`src/rtl/direction_ctrl.sv`:
```
// direction_ctrl: button conditioning, move arbitration and game tick.
// Commits the pending move on the falling edge of update_clk.
module direction_ctrl #(
    parameter int DEBOUNCE_CYCLES  = 250000,
    parameter int TICK_HALF_PERIOD = 1250000
) (
    input  logic       vga_clk,
    input  logic       reset,
    input  logic       btn_left,
    input  logic       btn_up,
    input  logic       btn_right,
    input  logic       btn_down,
    input  logic       game_over,
    output logic [0:1] direction,
    output logic       update_clk,
    output logic       dir_changed
);

    localparam logic [1:0] LEFT_DIR  = 2'd0;
    localparam logic [1:0] TOP_DIR   = 2'd1;
    localparam logic [1:0] RIGHT_DIR = 2'd2;
    localparam logic [1:0] DOWN_DIR  = 2'd3;

    localparam int DW = (DEBOUNCE_CYCLES > 1) ? $clog2(DEBOUNCE_CYCLES) : 1;
    localparam int TW = (TICK_HALF_PERIOD > 1) ? $clog2(TICK_HALF_PERIOD) : 1;
    localparam logic [DW-1:0] DB_TC = DW'(DEBOUNCE_CYCLES - 1);
    localparam logic [TW-1:0] TK_TC = TW'(TICK_HALF_PERIOD - 1);

    // bit 0 left, 1 up, 2 right, 3 down
    logic [3:0]    w_raw;
    logic [3:0]    r_sync1;
    logic [3:0]    r_sync2;
    logic [3:0]    r_db;
    logic [3:0]    r_db_d;
    logic [DW-1:0] r_db_cnt [4];
    logic [3:0]    w_press;
    logic          w_press_any;
    logic [1:0]    w_press_dir;
    logic          r_req_valid;
    logic [1:0]    r_req;
    logic [TW-1:0] r_tick_cnt;
    logic          r_update_clk;
    logic          w_tc;
    logic          w_fall;
    logic          w_commit;
    logic [1:0]    r_dir;
    logic          r_dir_changed;

    assign w_raw = {btn_down, btn_right, btn_up, btn_left};

    // two-flop synchronizer per button
    always_ff @(posedge vga_clk or posedge reset) begin
        if (reset) begin
            r_sync1 <= '0;
            r_sync2 <= '0;
        end else begin
            r_sync1 <= w_raw;
            r_sync2 <= r_sync1;
        end
    end

    // per-button debounce: level must hold DEBOUNCE_CYCLES before it is accepted
    always_ff @(posedge vga_clk or posedge reset) begin
        if (reset) begin
            r_db   <= '0;
            r_db_d <= '0;
            for (int i = 0; i < 4; i++) r_db_cnt[i] <= '0;
        end else begin
            r_db_d <= r_db;
            for (int i = 0; i < 4; i++) begin
                if (r_sync2[i] == r_db[i]) begin
                    r_db_cnt[i] <= '0;
                end else if (r_db_cnt[i] == DB_TC) begin
                    r_db[i]     <= r_sync2[i];
                    r_db_cnt[i] <= '0;
                end else begin
                    r_db_cnt[i] <= r_db_cnt[i] + DW'(1);
                end
            end
        end
    end

    assign w_press     = r_db & ~r_db_d;
    assign w_press_any = |w_press;

    // fixed-priority pick among simultaneous presses
    always_comb begin
        w_press_dir = RIGHT_DIR;
        priority case (1'b1)
            w_press[0]: w_press_dir = LEFT_DIR;
            w_press[1]: w_press_dir = TOP_DIR;
            w_press[2]: w_press_dir = RIGHT_DIR;
            w_press[3]: w_press_dir = DOWN_DIR;
            default:    w_press_dir = RIGHT_DIR;
        endcase
    end

    // game tick divider, free running
    always_ff @(posedge vga_clk or posedge reset) begin
        if (reset) begin
            r_tick_cnt   <= '0;
            r_update_clk <= 1'b0;
        end else if (w_tc) begin
            r_tick_cnt   <= '0;
            r_update_clk <= ~r_update_clk;
        end else begin
            r_tick_cnt <= r_tick_cnt + TW'(1);
        end
    end

    assign w_tc   = (r_tick_cnt == TK_TC);
    assign w_fall = w_tc & r_update_clk;

    // reject no-op and reversal moves; opposite encodings differ in bit 1
    assign w_commit = w_fall & r_req_valid & ~game_over &
                      (r_req != r_dir) &
                      (r_req != (r_dir ^ 2'b10));

    // pending request: a fresh press beats the commit-edge clear
    always_ff @(posedge vga_clk or posedge reset) begin
        if (reset) begin
            r_req_valid <= 1'b0;
            r_req       <= RIGHT_DIR;
        end else if (game_over) begin
            r_req_valid <= 1'b0;
        end else if (w_press_any) begin
            r_req_valid <= 1'b1;
            r_req       <= w_press_dir;
        end else if (w_fall) begin
            r_req_valid <= 1'b0;
        end
    end

    // committed direction and change pulse
    always_ff @(posedge vga_clk or posedge reset) begin
        if (reset) begin
            r_dir         <= RIGHT_DIR;
            r_dir_changed <= 1'b0;
        end else begin
            r_dir_changed <= w_commit;
            if (w_commit) r_dir <= r_req;
        end
    end

    assign direction   = r_dir;
    assign update_clk  = r_update_clk;
    assign dir_changed = r_dir_changed;

endmodule

```
`config.mk`:
```
export PLATFORM = sky130hd
export DESIGN_NAME = direction_ctrl
export DESIGN_NICKNAME = d
export VERILOG_FILES = /design/src/rtl/direction_ctrl.sv
export SDC_FILE = /design/constraint.sdc
export NUM_CORES = 1
export LEC_CHECK = 0
export ABC_AREA = 1
export ABC_CLOCK_PERIOD_IN_PS = 6150
export BUFFER_PORTS_ARGS = -buffer_cell sky130_fd_sc_hd__buf_2
export CORE_ASPECT_RATIO = 0.7
export CORE_MARGIN = 2
export CORE_UTILIZATION = 50
export CTS_BUF_LIST = sky130_fd_sc_hd__clkbuf_16
export DETAILED_ROUTE_END_ITERATION = 8
export GPL_ROUTABILITY_DRIVEN = 0
export PLACE_DENSITY = 0.77
export SYNTH_ARGS = -nofsm -noshare
export SYNTH_HDL_FRONTEND = slang
export SYNTH_SLANG_ARGS = --single-unit
```
`constraint.sdc`:
```
create_clock -name vga_clk -period 6.15 [get_ports vga_clk]
set_input_delay 0.615 -clock vga_clk [delete_from_list [all_inputs] [get_ports vga_clk]]
set_output_delay 0.615 -clock vga_clk [all_outputs]
set_load 0.01 [all_outputs]
```
# Word-level counts from Yosys, hierarchy flattened
# Cells that the tools add are included.
[word_totals] register_bits=116 elab_cells=70 in_bits=7 output_inout_bits=4
[classes] reduce_logical=7 n_eq_ne=11 n_bitwise=14 mux=16 addsub=5
[ops] op="$mux 18" count=8
[ops] op="$add 18x1->18 const B" count=4
[ops] op="$eq 18x18->1 const B" count=4
[ops] op="$add 21x1->21 const B" count=1
[ops] op="$eq 21x21->1 const B" count=1
[ops] op="$mux 21" count=1
[ops] op="$reduce_and 2->1" count=5
[ops] op="$not 1->1" count=7
[ops] op="$and 1x1->1" count=5
[ops] op="$mux 1" count=5
[ops] op="$and 4x4->4" count=1
[ops] op="$eq 1x1->1" count=4
[ops] op="$mux 2" count=2
[ops] op="$ne 2x2->1" count=2
[ops] op="$not 4->4" count=1
[ops] op="$reduce_or 4->1" count=1
[ops] op="$reduce_bool 3->1" count=1

# Logic depth before layout (Yosys ltp)
# Gate-level depths: netlist of run 1.
[depth] ltp_word=6 depth_mapped=10 ltp_nobuf=10

# Worst setup path after synthesis of run 1
# No wires, ideal clock.
[synth_path] path_kind="register to register" start="register r_db_cnt[18] (netlist name)" end="register r_db_cnt[32] (netlist name)" slack_ns=4.798 setup_ns=0.119 n_path_buf=0 period_less_slack_ns=1.352 t_arrival_ns=1.232 required_ns=6.031 path_stages_with_launch=11 path_cell_list="dfrtp_1 -> ha_1 -> nand2_1 -> nor2_4 -> nand2_1 -> nor2_1 -> nand2_1 -> nand2_2 -> inv_2 -> nand2_1 -> nor2_1"
[synth_between] elab_chain_len=3 elab_cells_between_ends=4 classes_between="1 x add/sub; 1 x eq/ne; 2 x mux"
[synth_rtl] item="start, declared" line_no="35" source="logic [DW-1:0] r_db_cnt [4];"
[synth_rtl] item="start signal, assigned by index" line_no="77" source="r_db_cnt[i] <= r_db_cnt[i] + DW'(1);"
[synth_rtl] item="$add 18x1->18 or $eq 18x18->1 (tied branches)" line_no="77, 73"
[synth_rtl] item="$mux 18 *" line_no="73" source="end else if (r_db_cnt[i] == DB_TC) begin"
[synth_rtl] item="$mux 18 *" line_no="71" source="if (r_sync2[i] == r_db[i]) begin"
# Every way passes the cells marked *; elsewhere a longest branch is shown, timed or not.
# A chain may end at the register's enable or synchronous reset.

# Worst setup path in the final report of run 1
[layout_path] start="register r_dir[1] (netlist: direction[0])" end="output port direction[0] (netlist name)"
[layout_lines] item="start, declared" line_no="46" source="logic [1:0] r_dir;"
[layout_lines] item="start signal, assigned" line_no="141" source="if (w_commit) r_dir <= r_req;"
[layout_lines] item="end, declared" line_no="14" source="output logic [0:1] direction,"
# No word-level cell between the ends.

==> impl_results.md, run 1 <==
- Status: completed
- Async set-or-reset flop fraction in the synthesized netlist: 100%
- Critical path class: flip-flop to output pin
- Post-CTS Setup Inserts: 0
- Crit path arrival time: roughly 1.1 ns
- Slew margin rel.: a little under half
- Largest net degree at the start of global routing: 67
- Layout area overhead: 13.9%
- Initial DRT Pass Iterations: 5
- Root Driver: clkbuf_16
- Buf/Inv on CP: 1
- PostCTS Resize Cnt: 0
- Cells after Synth: approximately 780
- Initial antenna violation count: 0
- Clock Latency Late Sink: a little over 0.4 ns
- Routed length per instance: between 10 and 15 um
- Delay-heaviest family, CP: flip-flops
- Count leader, synth: nor2_1
- Vias in the first global route: 4,771
- RSZ-0062 raised after global routing: false
- Peak supply drop: approximately 0.23 mV
- Core area: about 12,000 um2
- Residual DRC: 0
- Tot GR Track Use: between 20% and 30%
- Share of layout cells above drive strength 1: about 10%
- Synth Net Count: approximately 800
- Crit path capture type: output pin
- Post-synthesis sequential area ratio: between 40% and 50%
- R2R depth: 8
- Top cells by area, synth: dfrtp_1 (47%), nor2_1 (10%), nand2_1 (10%)
- Crit-path max FO: 2
- HP Class: input pin to async pin
- Final setup skew: around 0.006 ns
- Post-synthesis register bit count: roughly 120
- Slew Limit Fails: 0
- Post-synthesis compound-gate area fraction: just over 3%
- Post-synth top area share: a little under half
- Clock Path Buffers: 2
- Die area: between 10,000 and 15,000 um2
- Post-DR vias/cell: approximately 5.1
- CTS H-Tree Depth: 4
- Yosys cell types: 32
- Final net count: ~820
- Fin worst setup slack: about 4.5 ns
- Starting Density: around half
- Critical Path, Cell by Cell: buf_2
- Most frequent cells after synthesis: nor2_1 (169), nand2_1 (161), dfrtp_1 (114)
- Post-Place Setup Slack: slightly above 4 ns
- Cell area after synthesis: just over 6000 um2
- Critical path's slowest cell: dfstp_2
- Dominant cell type by area after synthesis: dfrtp_1
- Final TNS setup: 0 ns
- CTS Buf Count: 17
- Endpoints failing setup: 0
- Fin. Hold Viols: 0
- Hold-fix buffers, CTS: 0
- Area share of fa/ha/maj cells after synthesis: ~1.0%
- Crit path largest cell delay: between 0.5 and 0.6 ns
- Xor and xnor area share after synthesis: between 5 and 6%
- N_diodes: 0
- DIE WIDTH: roughly 140 um
- Worst Tran Pin Value: approximately 0.80 ns
- Final wirelength: between 10,000 and 15,000 um
- Port Buffers: 10
- WP data required: roughly 5.5 ns
- PwrDens: between 200 and 300 nW/um2
- Ys flop type: dfrtp_1
- Final Cycle Share: between 20% and 30%
- Synth Area per Inst: 7.72 um2
- Post-Synth Simple-Gate Area: a little over a third
- Die Span Y: 96 um
- Post-route ant nets: 0
- Post-DP HPWL: roughly 8700 um
- # Max-Cap Violations: 0
- EDFF count, synth: 0
- Top Ports: 11
- Final min period: about 1.7 ns
- Mux cell area share after synthesis: 0%
- CP startpoint kind: flip-flop
- CTS tree: built
- Ys Warns: 0
- Peak Freq: roughly 0.60 GHz
- WP depth: 1
- Total grt overflow: 0
- Lkg Pwr: 0.00316 uW
- Drt initial violations: roughly 310
- Clk sink count: ~120
- Row count: 33
- Detailed-route via count: around 5,000
- Combinational family with the most area after synthesis: simple AND/OR/NAND/NOR gates
- Clk slew on worst S/H paths: roughly 0.060 ns
- First-pass GRT wire length: 21,800 um
## placed cells by master (no fill, tap or decap), drive strengths merged
cell type,netlist,routed
dfrtp,114,114
clkinv,1,8
buf,1,11
o21ai,10,10
clkbuf,0,17
ha,5,5
nor2,190,190
o211ai,1,1
and2,1,1
xnor2,10,10
a31oi,1,1
or2,2,2
nand2,168,168
dfstp,2,2
nand3b,3,3
inv,114,114
a21oi,20,20
nor3,24,24
nand3,58,58
o21bai,1,1
xor2,29,29
a21o,1,1
bufinv,0,3
nand4,27,27
clkinvlp,0,5
## metrics by stage
step                      instance area, um2  total power, uW  util [%]  hold WS, ns  instances
after CTS                               6890             1810      58.5        0.297        982
final                                   6890             1790      58.5        0.293        982
after global routing                    6890             1860      58.5        0.295        982
after floorplan                         6050              820         -        0.331        783
after detailed placement                6300              834      53.5        0.336        950
after global placement                  6300              833      53.5        0.335        950
## worst paths after layout
check                                    startpoint                  endpoint  slack (ns)
min reg2reg                    r_sync1[3]$_DFF_PP0_      r_sync2[3]$_DFF_PP0_        0.35
max reg2reg                  r_db_cnt[36]$_DFF_PP0_    r_db_cnt[48]$_DFF_PP0_        4.53
max                        direction[0]$_DFFE_PP1P_              direction[0]        4.48
min                                           reset  r_tick_cnt[19]$_DFF_PP0_        0.29
min in group vga_clk                         btn_up      r_sync1[1]$_DFF_PP0_        0.31
max in group asynchronous                     reset   r_tick_cnt[8]$_DFF_PP0_        4.62
## final cells by class
cell class | count | area, um2
timing repair buffer | 11 | 57.6
fill | 1041 | 4880
multi-input combinational | 551 | 2700
inverter | 115 | 434
clock inverter | 15 | 165
clock buffer | 17 | 425
sequential | 116 | 2910
tap | 157 | 196
## state kept, by name, indices dropped and copies added (netlist names)
register	cells
r_db_d	4
r_req_valid	1
r_sync2	4
direction	2
r_sync1	4
r_db	4
update_clk	1
r_db_cnt	72
r_req	2
r_tick_cnt	21
dir_changed	1
## report_power, final
part           internal, uW  switching, uW
combinational          9.37           30.3
sequential              773           7.06
clock                   630            345
## cells by family after synthesis
family,count (synthesis)
AND/OR/NAND/NOR,473
buffers and inverters,116
flip-flops,116
XOR/XNOR,39
AO/OA/AOI/OAI,34
adder cells (fa/ha/maj),5
## routing by layer
| layer | GRT usage (%) | routed length (um) | vias to the layer above |
|---|---|---|---|
| li1 | - | - | 2511 |
| met1 | 30.3 | 6110 | 2334 |
| met2 | 32.4 | 5310 | 130 |
| met3 | 5.53 | 738 | 11 |
| met4 | 6.34 | 130 | 0 |
| met5 | 0 | 0 | - |
Power figures use the tool's default switching activity.
==> run 2, diff against run 1 <==
ABC_CLOCK_PERIOD_IN_PS = 1700   (was 6150)
clock period = 1.7 ns   (was 6.15 ns; I/O delays follow)
==> impl_results.md, run 2 (synthesis gave the netlist of run 1 again) <==
- Status: completed
- Crit-path max FO: 8
- Lkg Pwr: 0.00322 uW
- Initial antenna violation count: 0
- Residual DRC: 0
- Fin. Hold Viols: 0
- CTS H-Tree Depth: 4
- Post-route ant nets: 0
- Total grt overflow: 0
- Tot GR Track Use: just over 20%
- CP startpoint kind: flip-flop
- CTS tree: built
- Largest register FFs: 72
- CTS Buf Count: 17
- Crit path arrival time: roughly 1.9 ns
- Final TNS setup: 0 ns
- Post-DR vias/cell: between 5 and 6
- Critical path class: flip-flop to flip-flop
- Final wirelength: approximately 12,000 um
- Initial DRT Pass Iterations: 5
- Root Driver: clkbuf_16
- Core area: ~12,000 um2
- Final min period: about 1.6 ns
- Most frequent cells in the layout: nor2_1 (169), nand2_1 (158), dfrtp_1 (114), inv_1 (112), nand3_1 (53)
- Peak Freq: 0.632 GHz
- Drt initial violations: 498
- PwrDens: 914 nW/um2
- Commonest non-fill, non-tap cell in the layout: nor2_1
- Final net count: around 840
- Clock Latency Late Sink: slightly above 0.4 ns
- Post-CTS Setup Inserts: 0
- Area occupied by registers: between 2000 and 3000 um2
- Vias in the first global route: about 4,500
- Post-DP HPWL: ~8700 um
- Row count: 33
- Endpoints failing setup: 0
- Die Span Y: about 96 um
- Top Ports: 11
- Die area: around 13,000 um2
- Slew margin rel.: 72.4%
- WP data required: approximately 2 ns
- Crit path capture type: flip-flop
- Peak supply drop: roughly 0.7 mV
- Starting Density: 51.4%
- Layout area overhead: 15.7%
- Routed length per instance: between 10 and 15 um
- Final Cycle Share: 93.1%
- Largest register by flop count: r_db_cnt
- First-pass GRT wire length: about 21,000 um
- Worst Tran Pin Value: roughly 0.41 ns
- Share of layout cells above drive strength 1: 10.8%
- Slew Limit Fails: 0
- # Max-Cap Violations: 0
- HP Class: input pin to flip-flop
- Detailed-route via count: ~5,000
- Largest net degree at the start of global routing: 51
- Multi-input gate area: roughly 2700 um2
- Fillers: ~1,000
- Final setup skew: approximately 0.0096 ns
- Clk slew on worst S/H paths: roughly 0.050 ns
- Area after DPL: between 6000 and 7000 um2
- Top flop regs: r_db_cnt (72), r_tick_cnt (21)
- Clock Path Buffers: 2
- N_diodes: 0
- Clk sink count: ~120
- Final Cell Area: 7000 um2
- DIE WIDTH: 135 um
- Port Buffers: 10
==> run 2: cell type report <==
class,count,area share (%)
clock inverter,15,2.02
sequential,116,41.5
timing repair buffer,22,2.54
tap,157,2.81
inverter,115,6.22
clock buffer,17,6.08
multi-input combinational,551,38.8
==> run 2: power by group <==
| part | switching, uW | total, uW | internal (uW) |
|---|---|---|---|
| clock network | 1270 | 3410 | 2140 |
| registers | 25.5 | 2820 | 2800 |
| logic | 112 | 166 | 54.2 |
==> run 2: what timing repair did <==
| item | in CTS | in global routing |
|---|---|---|
| hold buffers | 5 | 0 |
| setup endpoints to repair | 0 | 16 |
| resized for setup | 0 | 4 |
| endpoints found under the hold margin | 15 | 0 |
==> run 2: final timing paths <==
check / startpoint / end / slack, ns / depth (start not counted)
hold reg to reg: r_sync1[2]$_DFF_PP0_ / r_sync2[2]$_DFF_PP0_ / 0.34 / 0
setup / recovery: r_db_cnt[18]$_DFF_PP0_ / r_db_cnt[32]$_DFF_PP0_ / 0.12 / 10
min in group asynchronous: reset / r_db_cnt[5]$_DFF_PP0_ / 0.28 / 3
max in group asynchronous: reset / r_req[1]$_DFFE_PP1P_ / 0.85 / 4
setup reg to reg: r_db_cnt[18]$_DFF_PP0_ / r_db_cnt[32]$_DFF_PP0_ / 0.12 / 10
hold / removal: game_over / r_req_valid$_DFFE_PP0P_ / 0.11 / 4
==> run 2: per-layer routing <==
| metal | global-route usage (%) | vias up | wire length [um] |
|---|---|---|---|
| met5 | 0 | - | 0 |
| met4 | 6.16 | 0 | 118 |
| met3 | 4.90 | 11 | 515 |
| met2 | 30.2 | 119 | 5340 |
| met1 | 30.5 | 2361 | 6410 |
| li1 | - | 2532 | - |
==> run 2: worst max-delay path, stage by stage (launching register included) <==
cell and delay, ns:
dfrtp_1 0.39, ha_1 0.19, nand2_1 0.11, nor2_4 0.14
nand2_1 0.07, nor2_1 0.15, nand2_2 0.12, nand2_4 0.13
inv_2 0.07, nand2_1 0.05, nor2_1 0.04
==> run 2: per-stage QoR <==
stage	setup slack [ns]	hold slack (ns)	utilization [%]	power, uW	instances
floorplan	0.118	0.201	-	2970	783
global placement	0.211	0.168	54.1	3030	956
detailed placement	0.153	0.166	54.1	3030	956
CTS	0.0981	0.102	59.4	6460	993
global route	-0.0222	0.150	59.5	6620	993
finish	0.118	0.113	59.5	6400	993
